File: src/rtl/mult_share_ctrl_32b.sv
// Round-robin controller sharing one unsigned 32x32 array multiplier between two
// requesters; operands are held for SETTLE_CYCLES so the array runs as a multicycle path.

module array_multiplier_32b (
  input  logic [31:0] A,
  input  logic [31:0] B,
  output logic [63:0] P
);

  logic [63:0] row [0:32];

  assign row[0] = '0;

  // One adder row per multiplier bit: row[i+1] accumulates A shifted by i when B[i] is set.
  for (genvar i = 0; i < 32; i++) begin : g_row
    logic [63:0] pp;
    assign pp         = B[i] ? ({32'd0, A} << i) : 64'd0;
    assign row[i + 1] = row[i] + pp;
  end

  assign P = row[32];

endmodule

module mult_share_ctrl_32b #(
  parameter int unsigned SETTLE_CYCLES = 4
) (
  input  logic        clk,
  input  logic        reset,
  input  logic        req0_valid,
  input  logic [31:0] req0_A,
  input  logic [31:0] req0_B,
  output logic        req0_ready,
  input  logic        req1_valid,
  input  logic [31:0] req1_A,
  input  logic [31:0] req1_B,
  output logic        req1_ready,
  output logic        res_valid,
  input  logic        res_ready,
  output logic        res_id,
  output logic [63:0] resultado,
  output logic        busy
);

  typedef enum logic [1:0] {
    IDLE = 2'd0,
    BUSY = 2'd1,
    DONE = 2'd2
  } state_t;

  localparam logic [3:0] CNT_LOAD = 4'(SETTLE_CYCLES - 1);

  state_t      state_q, state_d;
  logic [3:0]  cnt_q, cnt_d;
  logic        ptr_q;
  logic        id_q;
  logic [31:0] a_q, b_q;
  logic [63:0] prod;
  logic [63:0] res_q;
  logic        res_id_q;
  logic        any_req;
  logic        win;
  logic        grant;
  logic        capture;

  array_multiplier_32b u_mult (
    .A (a_q),
    .B (b_q),
    .P (prod)
  );

  always_comb begin
    any_req = req0_valid | req1_valid;
    // A lone requester wins outright; on contention the pointer decides.
    win     = (req0_valid & req1_valid) ? ptr_q : req1_valid;
    grant   = 1'b0;
    capture = 1'b0;
    state_d = state_q;
    cnt_d   = cnt_q;
    case (state_q)
      IDLE: begin
        if (any_req && !reset) begin
          grant   = 1'b1;
          state_d = BUSY;
          cnt_d   = CNT_LOAD;
        end
      end
      BUSY: begin
        if (cnt_q == '0) begin
          capture = 1'b1;
          state_d = DONE;
        end else begin
          cnt_d = cnt_q - 4'd1;
        end
      end
      DONE: begin
        if (res_ready) begin
          state_d = IDLE;
        end
      end
      default: state_d = IDLE;
    endcase
  end

  always_ff @(posedge clk or posedge reset) begin
    if (reset) begin
      state_q <= IDLE;
      cnt_q   <= '0;
      ptr_q   <= 1'b0;
    end else begin
      state_q <= state_d;
      cnt_q   <= cnt_d;
      if (grant) begin
        ptr_q <= ~win;
      end
    end
  end

  always_ff @(posedge clk or posedge reset) begin
    if (reset) begin
      a_q      <= '0;
      b_q      <= '0;
      id_q     <= 1'b0;
      res_q    <= '0;
      res_id_q <= 1'b0;
    end else begin
      if (grant) begin
        a_q  <= win ? req1_A : req0_A;
        b_q  <= win ? req1_B : req0_B;
        id_q <= win;
      end
      // res_id is captured alongside the product so it stays paired with resultado.
      if (capture) begin
        res_q    <= prod;
        res_id_q <= id_q;
      end
    end
  end

  assign req0_ready = grant & ~win;
  assign req1_ready = grant & win;
  assign res_valid  = (state_q == DONE);
  assign busy       = (state_q != IDLE);
  assign res_id     = res_id_q;
  assign resultado  = res_q;

endmodule

File: config.mk
export PLATFORM = sky130hd
export DESIGN_NAME = mult_share_ctrl_32b
export DESIGN_NICKNAME = d
export VERILOG_FILES = /design/src/rtl/mult_share_ctrl_32b.sv
export SDC_FILE = /design/constraint.sdc
export NUM_CORES = 2
export LEC_CHECK = 0
export CORE_UTILIZATION = 50
export CTS_CLUSTER_DIAMETER = 150
export CTS_CLUSTER_SIZE = 24
export DETAILED_ROUTE_END_ITERATION = 8
export DONT_BUFFER_PORTS = 1
export GPL_TIMING_DRIVEN = 0
export HOLD_SLACK_MARGIN = 0.02
export PLACE_DENSITY = 0.61
export SYNTH_ARGS = -nofsm -noshare
export SYNTH_HDL_FRONTEND = slang
export SYNTH_SLANG_ARGS = --single-unit
File: constraint.sdc
create_clock -name clk -period 13.7 [get_ports clk]
set_input_delay 4.11 -clock clk [delete_from_list [all_inputs] [get_ports clk]]
set_output_delay 4.11 -clock clk [all_outputs]
set_load 0.05 [all_outputs]
==> report_table.html <==
<table>
<tr><th>Metric</th><th>Value</th></tr>
<tr><th colspan="2">Setup path</th></tr>
<tr><td>Data required time at the worst endpoint</td><td>9.59 ns</td></tr>
<tr><td>WS Path Type</td><td>in2out</td></tr>
<tr><td>Worst Setup Start Kind</td><td>input port</td></tr>
<tr><td>Crit. End Element</td><td>output port</td></tr>
<tr><td>Data arrival time of the worst path</td><td>6.73 ns</td></tr>
<tr><td>Largest driver fanout on the critical path</td><td>10</td></tr>
<tr><td>Largest stage delay on the critical path</td><td>0.80 ns</td></tr>
<tr><td>Slowest-stage cell, CP</td><td>buf_1</td></tr>
<tr><td>Cells traversed along the worst timing path</td><td>inv_1, o21ai_1, buf_1, clkbuf_1, and2_1</td></tr>
<tr><th colspan="2">Floorplanning</th></tr>
<tr><td>Ports</td><td>202</td></tr>
<tr><td>Initial core utilization</td><td>0.509</td></tr>
<tr><td>Vert. Die Dim</td><td>278 um</td></tr>
<tr><td>Overall die area</td><td>0.0773 mm2</td></tr>
<tr><td>Rows</td><td>100</td></tr>
<tr><td>Core Box Area</td><td>around 0.075 mm2</td></tr>
<tr><td>Floorplan die width</td><td>between 200 and 300 um</td></tr>
<tr><th colspan="2">Global route</th></tr>
<tr><td>Total track usage</td><td>0.370</td></tr>
<tr><td>Vias in the first global route</td><td>31100</td></tr>
<tr><td>Initial antenna violation count</td><td>16</td></tr>
<tr><td>Wire length of the first global-routing pass</td><td>approximately 200 mm</td></tr>
<tr><td>Largest net degree at the start of global routing</td><td>74</td></tr>
<tr><td>Total grt overflow</td><td>0</td></tr>
<tr><th colspan="2">Clock network</th></tr>
<tr><td>Clock insertion delay at the later pin of the skew report</td><td>0.48 ns</td></tr>
<tr><td>Number of post-CTS setup repair buffers</td><td>0</td></tr>
<tr><td>H-tree level count</td><td>4</td></tr>
<tr><td>Clock tree root driver cell</td><td>clkbuf_16</td></tr>
<tr><td>Clock Pin Slew Worst Setup and Hold Paths</td><td>about 0.080 ns</td></tr>
<tr><td>TritonCTS clock tree</td><td>done</td></tr>
<tr><td>Count of hold buffers inserted by post-cts repair</td><td>0</td></tr>
<tr><td>Clock sinks</td><td>137</td></tr>
<tr><td>Post-CTS Resized</td><td>0</td></tr>
<tr><td>Buffers from clock root to sink, at most</td><td>2</td></tr>
<tr><td>Number of buffers created by CTS</td><td>17</td></tr>
<tr><th colspan="2">Detailed routing</th></tr>
<tr><td>DRC Markers</td><td>0</td></tr>
<tr><td>DR pass1 iterations</td><td>6</td></tr>
<tr><td>Routed vias</td><td>29900</td></tr>
<tr><td>Starting DRC count in detailed routing</td><td>2819</td></tr>
<tr><td>ANT nets after route</td><td>0</td></tr>
<tr><td>Vias/cell</td><td>about 5.7</td></tr>
<tr><td>Wire length reported by the detailed router</td><td>138 mm</td></tr>
<tr><td>Routed wirelength normalized by instance count</td><td>about 26 um</td></tr>
<tr><th colspan="2">Layout</th></tr>
<tr><td>Utilization after layout</td><td>0.534</td></tr>
<tr><td>Final Net Count</td><td>5543</td></tr>
<tr><td>Ratio of cells with drive above 1 in the final layout</td><td>0.0115</td></tr>
<tr><td>Fill cells</td><td>7133</td></tr>
<tr><td>Layout overhead on the synthesized area</td><td>4.94%</td></tr>
<tr><td>Final std cells w/o fill</td><td>5239</td></tr>
<tr><th colspan="2">Run status</th></tr>
<tr><td>Failing checks</td><td>capacitance limit</td></tr>
<tr><td>Run status</td><td>complete, but fails checks</td></tr>
<tr><th colspan="2">Placement</th></tr>
<tr><td>Gp weighted congestion</td><td>between 1 and 1.5</td></tr>
<tr><td>Number of buffer cells added on primary ports</td><td>0</td></tr>
<tr><td>Instance count after placement with tap cells included</td><td>approximately 5200</td></tr>
<tr><td>Detailed placer's ending HPWL</td><td>about 120 mm</td></tr>
<tr><th colspan="2">Yosys</th></tr>
<tr><td>Most used flip-flop cell after synthesis</td><td>dfrtp_1</td></tr>
<tr><td>Number of nets in the synthesized netlist</td><td>5523</td></tr>
<tr><td>Cells after synthesis</td><td>4229</td></tr>
<tr><td>Fraction of synthesized cell area taken by the top area cell type</td><td>0.474</td></tr>
<tr><td>Number of synthesized flops with an enable pin</td><td>0</td></tr>
<tr><td>Yosys warnings</td><td>0</td></tr>
<tr><td>Post-synthesis cell area</td><td>0.0381 mm2</td></tr>
<tr><td>Sequential element share of the synthesized area</td><td>0.0899</td></tr>
<tr><td>Top cells by instance count after synthesis</td><td>nand2_1 (916), fa_1 (902), inv_1 (864), and2_1 (307), ha_1 (259)</td></tr>
<tr><td>Post-Syn Area per Cell</td><td>~9 um2</td></tr>
<tr><td>Ranking of synthesized cells by area</td><td>fa_1 (47%), nand2_1 (9.0%), dfrtp_1 (9.0%), inv_1 (8.5%), ha_1 (8.5%)</td></tr>
<tr><td>Async set-or-reset flop fraction in the synthesized netlist</td><td>1.00</td></tr>
<tr><td>Most frequent cell after synthesis</td><td>nand2_1</td></tr>
<tr><td>Number of distinct library cell variants in the gate-level netlist after synthesis</td><td>59</td></tr>
<tr><td>Cell type contributing the most total cell area after synthesis</td><td>fa_1</td></tr>
<tr><td>Synthesis-stage register bit count</td><td>137</td></tr>
<tr><th colspan="2">Timing</th></tr>
<tr><td>Top achievable clock speed</td><td>0.0922 GHz</td></tr>
<tr><td>Slew margin rel.</td><td>0.0111</td></tr>
<tr><td>Period utilisation layout</td><td>0.791</td></tr>
<tr><td>Worst-Margin Slew</td><td>1.46 ns</td></tr>
<tr><td>Sum of negative setup slack</td><td>0 ns</td></tr>
<tr><td>Setup clock skew after layout</td><td>0.0243 ns</td></tr>
<tr><td>Unrepaired setup endpoints after global routing</td><td>false</td></tr>
<tr><td>Shortest period the worst path allows</td><td>10.84 ns</td></tr>
<tr><td>Endpoints failing setup</td><td>0</td></tr>
<tr><td>Max-slew violation count</td><td>0</td></tr>
<tr><td>Hold violation count in the final report</td><td>0</td></tr>
<tr><th colspan="2">Job</th></tr>
<tr><td>Number of maximum-capacitance violations</td><td>1</td></tr>
<tr><th colspan="2">Worst hold path</th></tr>
<tr><td>Hold Path Class</td><td>reg2reg</td></tr>
</table>
layout by cell type, fill, tap and decap left out, types with 3 or more instances in the layout:
master and n:
or2_2 4, xnor2_1 33, a31oi_1 6, nand2_1 916, buf_1 12, xor2_1 14
and2_1 307, and3_1 10, nor2_1 44, o31ai_1 12, o211ai_1 8, a211oi_1 11
o21a_1 10, ha_1 259, o21ai_0 142, inv_1 863, clkbuf_1 237, mux2i_1 64
nand4_1 17, a21boi_0 3, inv_8 5, a211o_1 4, nor3_1 19, dfrtp_1 137
diode_2 8, fa_1 902, o2111ai_1 4, nor2b_1 3, clkbuf_16 17, a21oi_1 69
nor4_1 4, o21bai_1 10, nand3_1 23, inv_6 6, a21o_1 30, a221oi_1 3
or3_1 9
cell families after synthesis:
group / synth area share
AOI/OAI and AO/OA: 0.0528
xor gates and xnor gates: 0.0108
adders and majority gates: 0.559
buffers and inverters: 0.110
DFF: 0.0899
muxes: 0.0168
and+or+nand+nor: 0.161
final timing paths:
path	from	endpoint	slack, ns	depth (start not counted)
worst max-delay path	req0_valid	req0_ready	2.86	5
max in group asynchronous	reset	b_q[20]$_DFFE_PP0P_	9.26	2
worst min-delay path	id_q$_DFFE_PP0P_	res_id$_DFFE_PP0P_	0.49	2
min in group asynchronous	reset	resultado[5]$_DFFE_PP0P_	3.63	1
worst max register to register	b_q[13]$_DFFE_PP0P_	resultado[61]$_DFFE_PP0P_	3.25	25
worst min register to register	id_q$_DFFE_PP0P_	res_id$_DFFE_PP0P_	0.49	2
per-layer routing:
layer | global-route usage | vias to the layer above | wire [um]
li1 | - | 12600 | -
met1 | 0.489 | 15400 | 53100
met2 | 0.566 | 1547 | 61500
met3 | 0.0815 | 353 | 14100
met4 | 0.210 | 12 | 9480
met5 | 0 | - | 77
final cells by class:
type	count	area (um2)	area share
clock inverter	15	194	0.00485
sequential	137	3430	0.0857
antenna	8	20.0	0.000500
multi-input combinational	2974	30500	0.762
tap	969	1210	0.0303
clock buffer	17	425	0.0106
inverter	864	3250	0.0812
timing repair buffer	1	27.5	0.000688
buffer	254	965	0.0241
flip-flops by register name, summed over array words and instances (netlist names):
register,cells
resultado,64
a_q,32
b_q,32
cnt_q,4
state_q,2
id_q,1
ptr_q,1
res_id,1
through the flow:
stage          cell area [um2]  hold slack, ns  setup slack, ns
6_report                 40000           0.485             2.86
3_5_place_dp             39400           0.468             2.89
5_1_grt                  40000           0.509             2.82
3_3_place_gp             39300           0.445             2.94
4_1_cts                  40000           0.484             2.89
2_1_floorplan            38100           0.439             3.95
worst max-delay path: cells and delay by family:
family                 cells  cell delay [ns]
AO/OA/AOI/OAI              1             0.72
buffers and inverters      3             1.37
AND/OR/NAND/NOR            1             0.53
Power is left out: the tool's default activity adds up to more than one toggle a clock period on the data nets, which glitch-free logic cannot reach.
